$ cat config.mk
export PLATFORM = sky130hd
export DESIGN_NAME = uart_tx_flex
export DESIGN_NICKNAME = d
export VERILOG_FILES = /design/src/rtl/uart_tx_flex.sv
export SDC_FILE = /design/constraint.sdc
export NUM_CORES = 1
export LEC_CHECK = 0
export BUFFER_PORTS_ARGS = -buffer_cell sky130_fd_sc_hd__buf_2
export CORE_MARGIN = 1
export CORE_UTILIZATION = 30
export DETAILED_ROUTE_END_ITERATION = 10
export HOLD_SLACK_MARGIN = 0.08
export SLEW_MARGIN = 20
export SYNTH_ARGS = -nofsm -noshare
export SYNTH_HDL_FRONTEND = slang
export SYNTH_SLANG_ARGS = --single-unit
$ cat constraint.sdc
create_clock -name clk -period 3.9 [get_ports clk]
set_input_delay 0.78 -clock clk [delete_from_list [all_inputs] [get_ports clk]]
set_output_delay 0.78 -clock clk [all_outputs]
set_load 0.1 [all_outputs]
$ cat src/rtl/uart_tx_flex.sv
// FIFO-fed UART transmitter: configurable data bits, stop bits and bit period, frames drain back-to-back.
// Define FLEX_UART_TX_PARITY_EN to add the per-frame even/odd parity bit selected by parity_mode.
module uart_tx_flex #(
    parameter int DATA_BITS    = 8,
    parameter int CLKS_PER_BIT = 16,
    parameter int STOP_BITS    = 1,
    parameter int FIFO_DEPTH   = 4
) (
    input  logic                        clk,
    input  logic                        rst_n,
    input  logic                        tx_data_valid,
    input  logic [DATA_BITS-1:0]        tx_data,
    input  logic [1:0]                  parity_mode,
    output logic                        tx_data_ready,
    output logic                        tx_serial_out,
    output logic                        tx_busy,
    output logic [$clog2(FIFO_DEPTH):0] fifo_level
);

    localparam int PW = $clog2(FIFO_DEPTH);
    localparam int LW = PW + 1;
    localparam int CW = $clog2(CLKS_PER_BIT);
    localparam int NW = $clog2(DATA_BITS + 1);

    localparam logic [CW-1:0] BIT_LAST   = CW'(CLKS_PER_BIT - 1);
    localparam logic [NW-1:0] DATA_LAST  = NW'(DATA_BITS - 1);
    localparam logic [NW-1:0] STOP_LAST  = NW'(STOP_BITS - 1);
    localparam logic [LW-1:0] FULL_LEVEL = LW'(FIFO_DEPTH);

    typedef enum logic [2:0] {IDLE, START, DATA, PARITY, STOP} state_t;

    logic [DATA_BITS-1:0] mem [FIFO_DEPTH];
    logic [PW-1:0]        wr_ptr_reg;
    logic [PW-1:0]        rd_ptr_reg;
    logic [LW-1:0]        level_reg;

    state_t               state_reg;
    logic [CW-1:0]        bit_cnt_reg;
    logic [NW-1:0]        idx_reg;
    logic [DATA_BITS-1:0] shift_reg;
    logic                 par_en_reg;
    logic                 par_bit_reg;

    logic                 push;
    logic                 pop;
    logic                 bit_last;
    logic                 line_next;
    logic [DATA_BITS-1:0] head_word;
    logic                 par_en_next;
    logic                 par_bit_next;

    assign tx_data_ready = (level_reg != FULL_LEVEL);
    assign fifo_level    = level_reg;
    assign push          = tx_data_valid && tx_data_ready;
    assign bit_last      = (bit_cnt_reg == BIT_LAST);
    assign head_word     = mem[rd_ptr_reg];

    // STOP hands the next word straight to START so consecutive frames abut.
    assign pop = (level_reg != '0) &&
                 ((state_reg == IDLE) ||
                  ((state_reg == STOP) && bit_last && (idx_reg == STOP_LAST)));

`ifdef FLEX_UART_TX_PARITY_EN
    assign par_en_next  = (parity_mode == 2'b01) || (parity_mode == 2'b10);
    assign par_bit_next = (^head_word) ^ (parity_mode == 2'b10);
`else
    logic unused_parity_mode;
    assign unused_parity_mode = ^parity_mode;
    assign par_en_next        = 1'b0;
    assign par_bit_next       = 1'b1;
`endif

    always_ff @(posedge clk) begin
        if (push) begin
            mem[wr_ptr_reg] <= tx_data;
        end
    end

    always_ff @(posedge clk or negedge rst_n) begin
        if (!rst_n) begin
            wr_ptr_reg <= '0;
            rd_ptr_reg <= '0;
            level_reg  <= '0;
        end else begin
            if (push) begin
                wr_ptr_reg <= wr_ptr_reg + PW'(1);
            end
            if (pop) begin
                rd_ptr_reg <= rd_ptr_reg + PW'(1);
            end
            case ({push, pop})
                2'b10:   level_reg <= level_reg + LW'(1);
                2'b01:   level_reg <= level_reg - LW'(1);
                default: level_reg <= level_reg;
            endcase
        end
    end

    always_comb begin
        line_next = 1'b1;
        case (state_reg)
            START:   line_next = 1'b0;
            DATA:    line_next = shift_reg[0];
            PARITY:  line_next = par_bit_reg;
            default: line_next = 1'b1;
        endcase
    end

    // Line and busy are registered from the current state, so they trail it by one clock.
    always_ff @(posedge clk or negedge rst_n) begin
        if (!rst_n) begin
            state_reg     <= IDLE;
            bit_cnt_reg   <= '0;
            idx_reg       <= '0;
            shift_reg     <= '0;
            par_en_reg    <= 1'b0;
            par_bit_reg   <= 1'b0;
            tx_serial_out <= 1'b1;
            tx_busy       <= 1'b0;
        end else begin
            tx_serial_out <= line_next;
            tx_busy       <= (state_reg != IDLE);
            if (state_reg != IDLE) begin
                bit_cnt_reg <= bit_last ? '0 : bit_cnt_reg + CW'(1);
            end
            if (pop) begin
                state_reg   <= START;
                bit_cnt_reg <= '0;
                idx_reg     <= '0;
                shift_reg   <= head_word;
                par_en_reg  <= par_en_next;
                par_bit_reg <= par_bit_next;
            end else if (bit_last) begin
                case (state_reg)
                    START: state_reg <= DATA;
                    DATA: begin
                        shift_reg <= shift_reg >> 1;
                        if (idx_reg == DATA_LAST) begin
                            idx_reg   <= '0;
                            state_reg <= par_en_reg ? PARITY : STOP;
                        end else begin
                            idx_reg <= idx_reg + NW'(1);
                        end
                    end
                    PARITY: state_reg <= STOP;
                    STOP: begin
                        if (idx_reg == STOP_LAST) begin
                            state_reg <= IDLE;
                        end else begin
                            idx_reg <= idx_reg + NW'(1);
                        end
                    end
                    default: state_reg <= state_reg;
                endcase
            end
        end
    end

endmodule
Word-level counts from Yosys, hierarchy flattened
Memory sizes are Yosys's and may differ from the RTL's.
Index checks and enable logic that the tools add are counted.
{ "op_classes": {"add_sub_neg": 6, "n_reduce_logical": 18, "eq_ne": 12, "n_mux": 20} }
{ "op_table": {"columns": ["op", "count"], "rows": [
  ["$mux 4", 7],
  ["$mux 8", 3],
  ["$mux 3", 4],
  ["$pmux 3 s4", 1],
  ["$ne 3x3->1 const B", 3],
  ["$reduce_bool 3->1", 3],
  ["$add 4x1->4 const B", 2],
  ["$pmux 4 s2", 1],
  ["$reduce_bool 2->1", 4],
  ["$eq 3x2->1 const B", 2],
  ["$pmux 3 s2", 1],
  ["$reduce_bool 5->1", 1],
  ["$add 2x1->2 const B", 2],
  ["$eq 4x3->1 const B", 1],
  ["$eq 4x4->1 const B", 1],
  ["$logic_and 1x1->1", 4],
  ["$logic_not 4->1", 1],
  ["$reduce_and 4->1", 1],
  ["$add 3x1->3 const B", 1],
  ["$eq 3x1->1 const B", 1],
  ["$eq 3x3->1 const B", 1],
  ["$logic_not 3->1", 1],
  ["$ne 3x2->1 const B", 1],
  ["$pmux 1 s3", 1],
  ["7 further kinds", 8]
]} }
{ "totals": {"ram_bits": 32, "word_cells": 67, "reg_bits": 29, "mem_count": 1} }
{ "mem_list": {"columns": ["memory", "depth", "width", "rd", "rd_clocked_by_memory_dff", "write_ports", "line", "text"], "rows": [
  ["mem", 4, 8, 1, 0, 1, "32", "logic [DATA_BITS-1:0] mem [FIFO_DEPTH];"]
]} }

Logic depth before layout (Yosys ltp)
{ "logic_depth": {"depth_word": 7, "mapped_depth": 11, "depth_no_buf": 11} }

Worst setup path after synthesis
No wires, ideal clock.
{ "synth_timing": {"path_kind": "reg2reg", "from": "register level_reg[2] (netlist: fifo_level[2])", "to": "register level_reg[1] (netlist: fifo_level[1])", "required_time_ns": 3.774, "path_buffers": 0, "path_stages_with_launch": 7, "path_slack_ns": 0.572, "arrival_ns": 3.202, "period_less_slack_ns": 3.328, "cell_sequence": "dfrtp_1 > nand2_1 > and2_1 > inv_1 > ha_1 > fa_1 > mux2_2"} }
{ "synth_between": {"elab_chain_cells": 4, "elab_cells_between_ends": 8} }
{ "synth_rtl": {"columns": ["item", "line", "text"], "rows": [
  ["from (decl)", "35", "logic [LW-1:0] level_reg;"],
  ["from (signal assigned)", "92", "2'b10: level_reg <= level_reg + LW'(1);"],
  ["from (signal assigned)", "93", "2'b01: level_reg <= level_reg - LW'(1);"],
  ["from (signal assigned)", "94", "default: level_reg <= level_reg;"],
  ["$ne 3x3->1 *", "52", "assign tx_data_ready = (level_reg != FULL_LEVEL);"],
  ["via tx_data_ready", "14", "output logic tx_data_ready,"],
  ["$logic_and 1x1->1 *", "54", "assign push = tx_data_valid && tx_data_ready;"],
  ["$eq 2x1->1 or $eq 2x2->1 (tied branches)", "91", "case ({push, pop})"],
  ["$pmux 3 s2 or $reduce_bool 2->1 (tied branches)", null, null]
]} }
The timed path passes the listed nets; every way through them passes the cells marked *.
A chain may end at the register's enable or synchronous reset.

Final worst setup path
{ "layout_timing": {"from": "register idx_reg[0]", "to": "register level_reg[1] (netlist: fifo_level[1])"} }
{ "layout_between": {"elab_chain_cells": 6, "elab_cells_between_ends": 8} }
{ "layout_rtl": {"columns": ["item", "line", "text"], "rows": [
  ["from (decl)", "39", "logic [NW-1:0] idx_reg;"],
  ["from (signal assigned)", "142", "idx_reg <= idx_reg + NW'(1);"],
  ["from (signal assigned)", "150", "idx_reg <= idx_reg + NW'(1);"],
  ["$logic_not 4->1 *", "61", "((state_reg == STOP) && bit_last && (idx_reg == STOP_LAST)));"],
  ["$logic_and 1x1->1 *", "61", null],
  ["$logic_or 1x1->1 *", "60", "((state_reg == IDLE) ||"],
  ["$logic_and 1x1->1 *", "59", "assign pop = (level_reg != '0) &&"],
  ["via pop", "45", "logic pop;"],
  ["$eq 2x1->1 or $eq 2x2->1 (tied branches)", "91", null],
  ["$pmux 3 s2 or $reduce_bool 2->1 (tied branches)", null, null]
]} }
Marked as above.

==> results.ini <==
[flow_run]
maxCapViolCount=0

[die]
fp.dieH_um=99.1
core_area_um2=9200
rows=35
initial_core_util_pct=30.7
io_pins=19
fp.dieW_um=99.1
dieArea_um2=9820

[place]
dpl.hpwl_mm=3.31
port_buffers=16
placedCellCount=321
dp_slack_ns=1.20
gp_congestion=0.777

[final_layout]
largest_reg_flops=32
finalNonFillerCells=337
syn_to_final_growth_pct=13.9
layout_common_cells=edfxtp_1 (32), dfrtp_1 (28), buf_2 (16)
drive_gt1_share_pct=25.2
layout_commonest_cell=edfxtp_1
diodes=0
nets=243

[logic_synthesis]
ys_warn_count=0
postSynthCellCount=200
ys_ff_latch=61
synthFlopType=edfxtp_1
synth_seq_area_share_pct=59.7
async_reset_ff_share_pct=47.5
syn_nets=222
synth_top_cell_by_area=edfxtp_1
yosysUniqueCellTypes=49
yosys-top-cells-area=edfxtp_1 (34%), dfrtp_1 (25%), mux4_2 (6.4%)
syn_area_um2=2830
synth_top_area_share_pct=34.0
synth_area_per_cell_um2=14.1
synth_edf_count=32

[grt]
grt_start_max_net_pins=30
grt_antenna_before_repair=0
grt_pass1_wl_mm=8.07
grt_pass1_vias=1652
overflow=0
gr-usage-all-layers_pct=11.0

[power]
power.density_cell_area_nw_per_um2=774
ir_drop_mv=0.258
leakagePower_nw=1.23

[timing]
fin_skew_ns=0.00788
drv_slew=0
tightest_slew_ns=0.651
finalHoldViolCount=0
fin_crit_sh_pct=69.0
setup_viol=0
period_needed_ns=2.69
max_freq_ghz=0.371
slew_headroom_pct=56.6
rsz0062_at_grt=false
setup_slack_ns=1.21
fin_tns_setup_ns=0
whs_ns=0.462

[clocking]
htree_num_levels=3
cts_num_sinks=61
cts_tree=done
ctsResizeCount=0
clk_pin_slew_ns=0.08
cts_buffers=9
insertion_delay_ns=0.34
clk_path_buf_depth=2
hold_buffers=0
cts_setup_buffers=0
cts-root-buf=clkbuf_8

[worst_setup_path]
endpoint_kind=flop
crit_chain=inv_1, ha_1, or3b_4, o21ai_4, nand2_4, inv_4, ha_1, fa_1, mux2_2
cp.arrival_ns=2.92
crit_type=reg2reg
crit_fanout=10
crit_path_max_incr_delay_ns=0.42
crit_path_top_delay_cell=fa_1
cpMostUsedCell=ha_1
crit_required_ns=4.12
crit_path_start_kind=flop

[run_status]
status=completed

[detailed_routing]
wl_per_cell_um=14.4
firstDrtPassIters=4
ant_nets=0
finalWirelength_mm=4.84
vias_per_cell=4.87
drcViolationCount=0
vias=1641
drtIter0Drc=95

[hold_path]
hp-class=in2async

==> report_power, final <==
part	total [mW]	internal, mW	switching, mW
Clock	0.583	0.305	0.278
Sequential	1.06	0.880	0.180
Combinational	0.851	0.343	0.508
Total	2.49	1.53	0.966
==> kinds of logic (layout without fill, tap and decap cells) <==
kind of cell / after synthesis / after routing / share of synthesized area (%)
mux: 22 / 22 / 12.1
fa+ha+maj: 9 / 9 / 4.25
xor+xnor: 6 / 6 / 1.86
buf+inv: 18 / 44 / 2.88
flops: 61 / 61 / 59.7
simple gates: 50 / 50 / 10.6
compound gates: 34 / 34 / 8.58
==> worst max-delay path: cells and delay by family (launching register included) <==
| family | cells | cell delay (ns) |
|---|---|---|
| multiplexers | 1 | 0.27 |
| adder cells (fa/ha/maj) | 3 | 0.78 |
| buffers and inverters | 2 | 0.24 |
| AND/OR/NAND/NOR | 2 | 0.57 |
| AO/OA/AOI/OAI | 1 | 0.31 |
| flip-flops | 1 | 0.40 |
==> through the flow <==
| step | instance area [µm²] | util (%) | total power [mW] |
|---|---|---|---|
| floorplan | 2830 | - | 1.77 |
| global placement | 3010 | 32.8 | 1.92 |
| detailed placement | 3010 | 32.8 | 1.94 |
| CTS | 3220 | 35.0 | 2.53 |
| global route | 3220 | 35.0 | 2.64 |
| finish | 3220 | 35.0 | 2.49 |
==> cell type report <==
cell class	count	area [µm²]
Fill cell	913	5980
Sequential cell	61	1690
Multi-Input combinational cell	121	1060
Tap cell	111	139
Clock buffer	9	124
Clock inverter	7	83.8
Timing Repair Buffer	16	80.1
Inverter	12	47.5
==> routing by layer <==
layer / part of all wire (%) / GRT usage, %
met3: 4.3 / 4.82
met4: 0.93 / 4.07
met2: 50 / 17.9
met5: 0 / 0
met1: 45 / 12.9
==> synth_stat cells, types with 2 or more instances <==
cell type,n
a21oi_1,6
and2_1,3
and3_1,5
buf_2,3
dfrtp_1,28
edfxtp_1,32
ha_1,8
inv_1,11
mux2_1,3
mux2_2,3
mux2_4,3
mux2i_1,5
mux4_2,8
nand2_1,10
nand2b_1,3
nand3_1,8
nor2_1,8
nor3b_1,2
o211ai_1,5
o21ai_0,10
o21ai_1,3
o311ai_2,2
xnor2_1,5
==> final timing paths <==
kind / startpoint / to / slack [ns] / depth (start not counted)
worst max-delay path: idx_reg[0]$_DFFE_PN0P_ / fifo_level[1]$_DFFE_PN0P_ / 1.21 / 9
worst min-delay path: rst_n / wr_ptr_reg[0]$_DFFE_PN0P_ / 0.46 / 1
worst max register to register: idx_reg[0]$_DFFE_PN0P_ / fifo_level[1]$_DFFE_PN0P_ / 1.21 / 9
worst min register to register: par_bit_reg$_DFFE_PN0N_ / par_bit_reg$_DFFE_PN0N_ / 0.48 / 1
max in group asynchronous: rst_n / shift_reg[6]$_DFFE_PN0P_ / 3.01 / 1
min in group clk: par_bit_reg$_DFFE_PN0N_ / par_bit_reg$_DFFE_PN0N_ / 0.48 / 1
(Power assumes the default switching activity.)
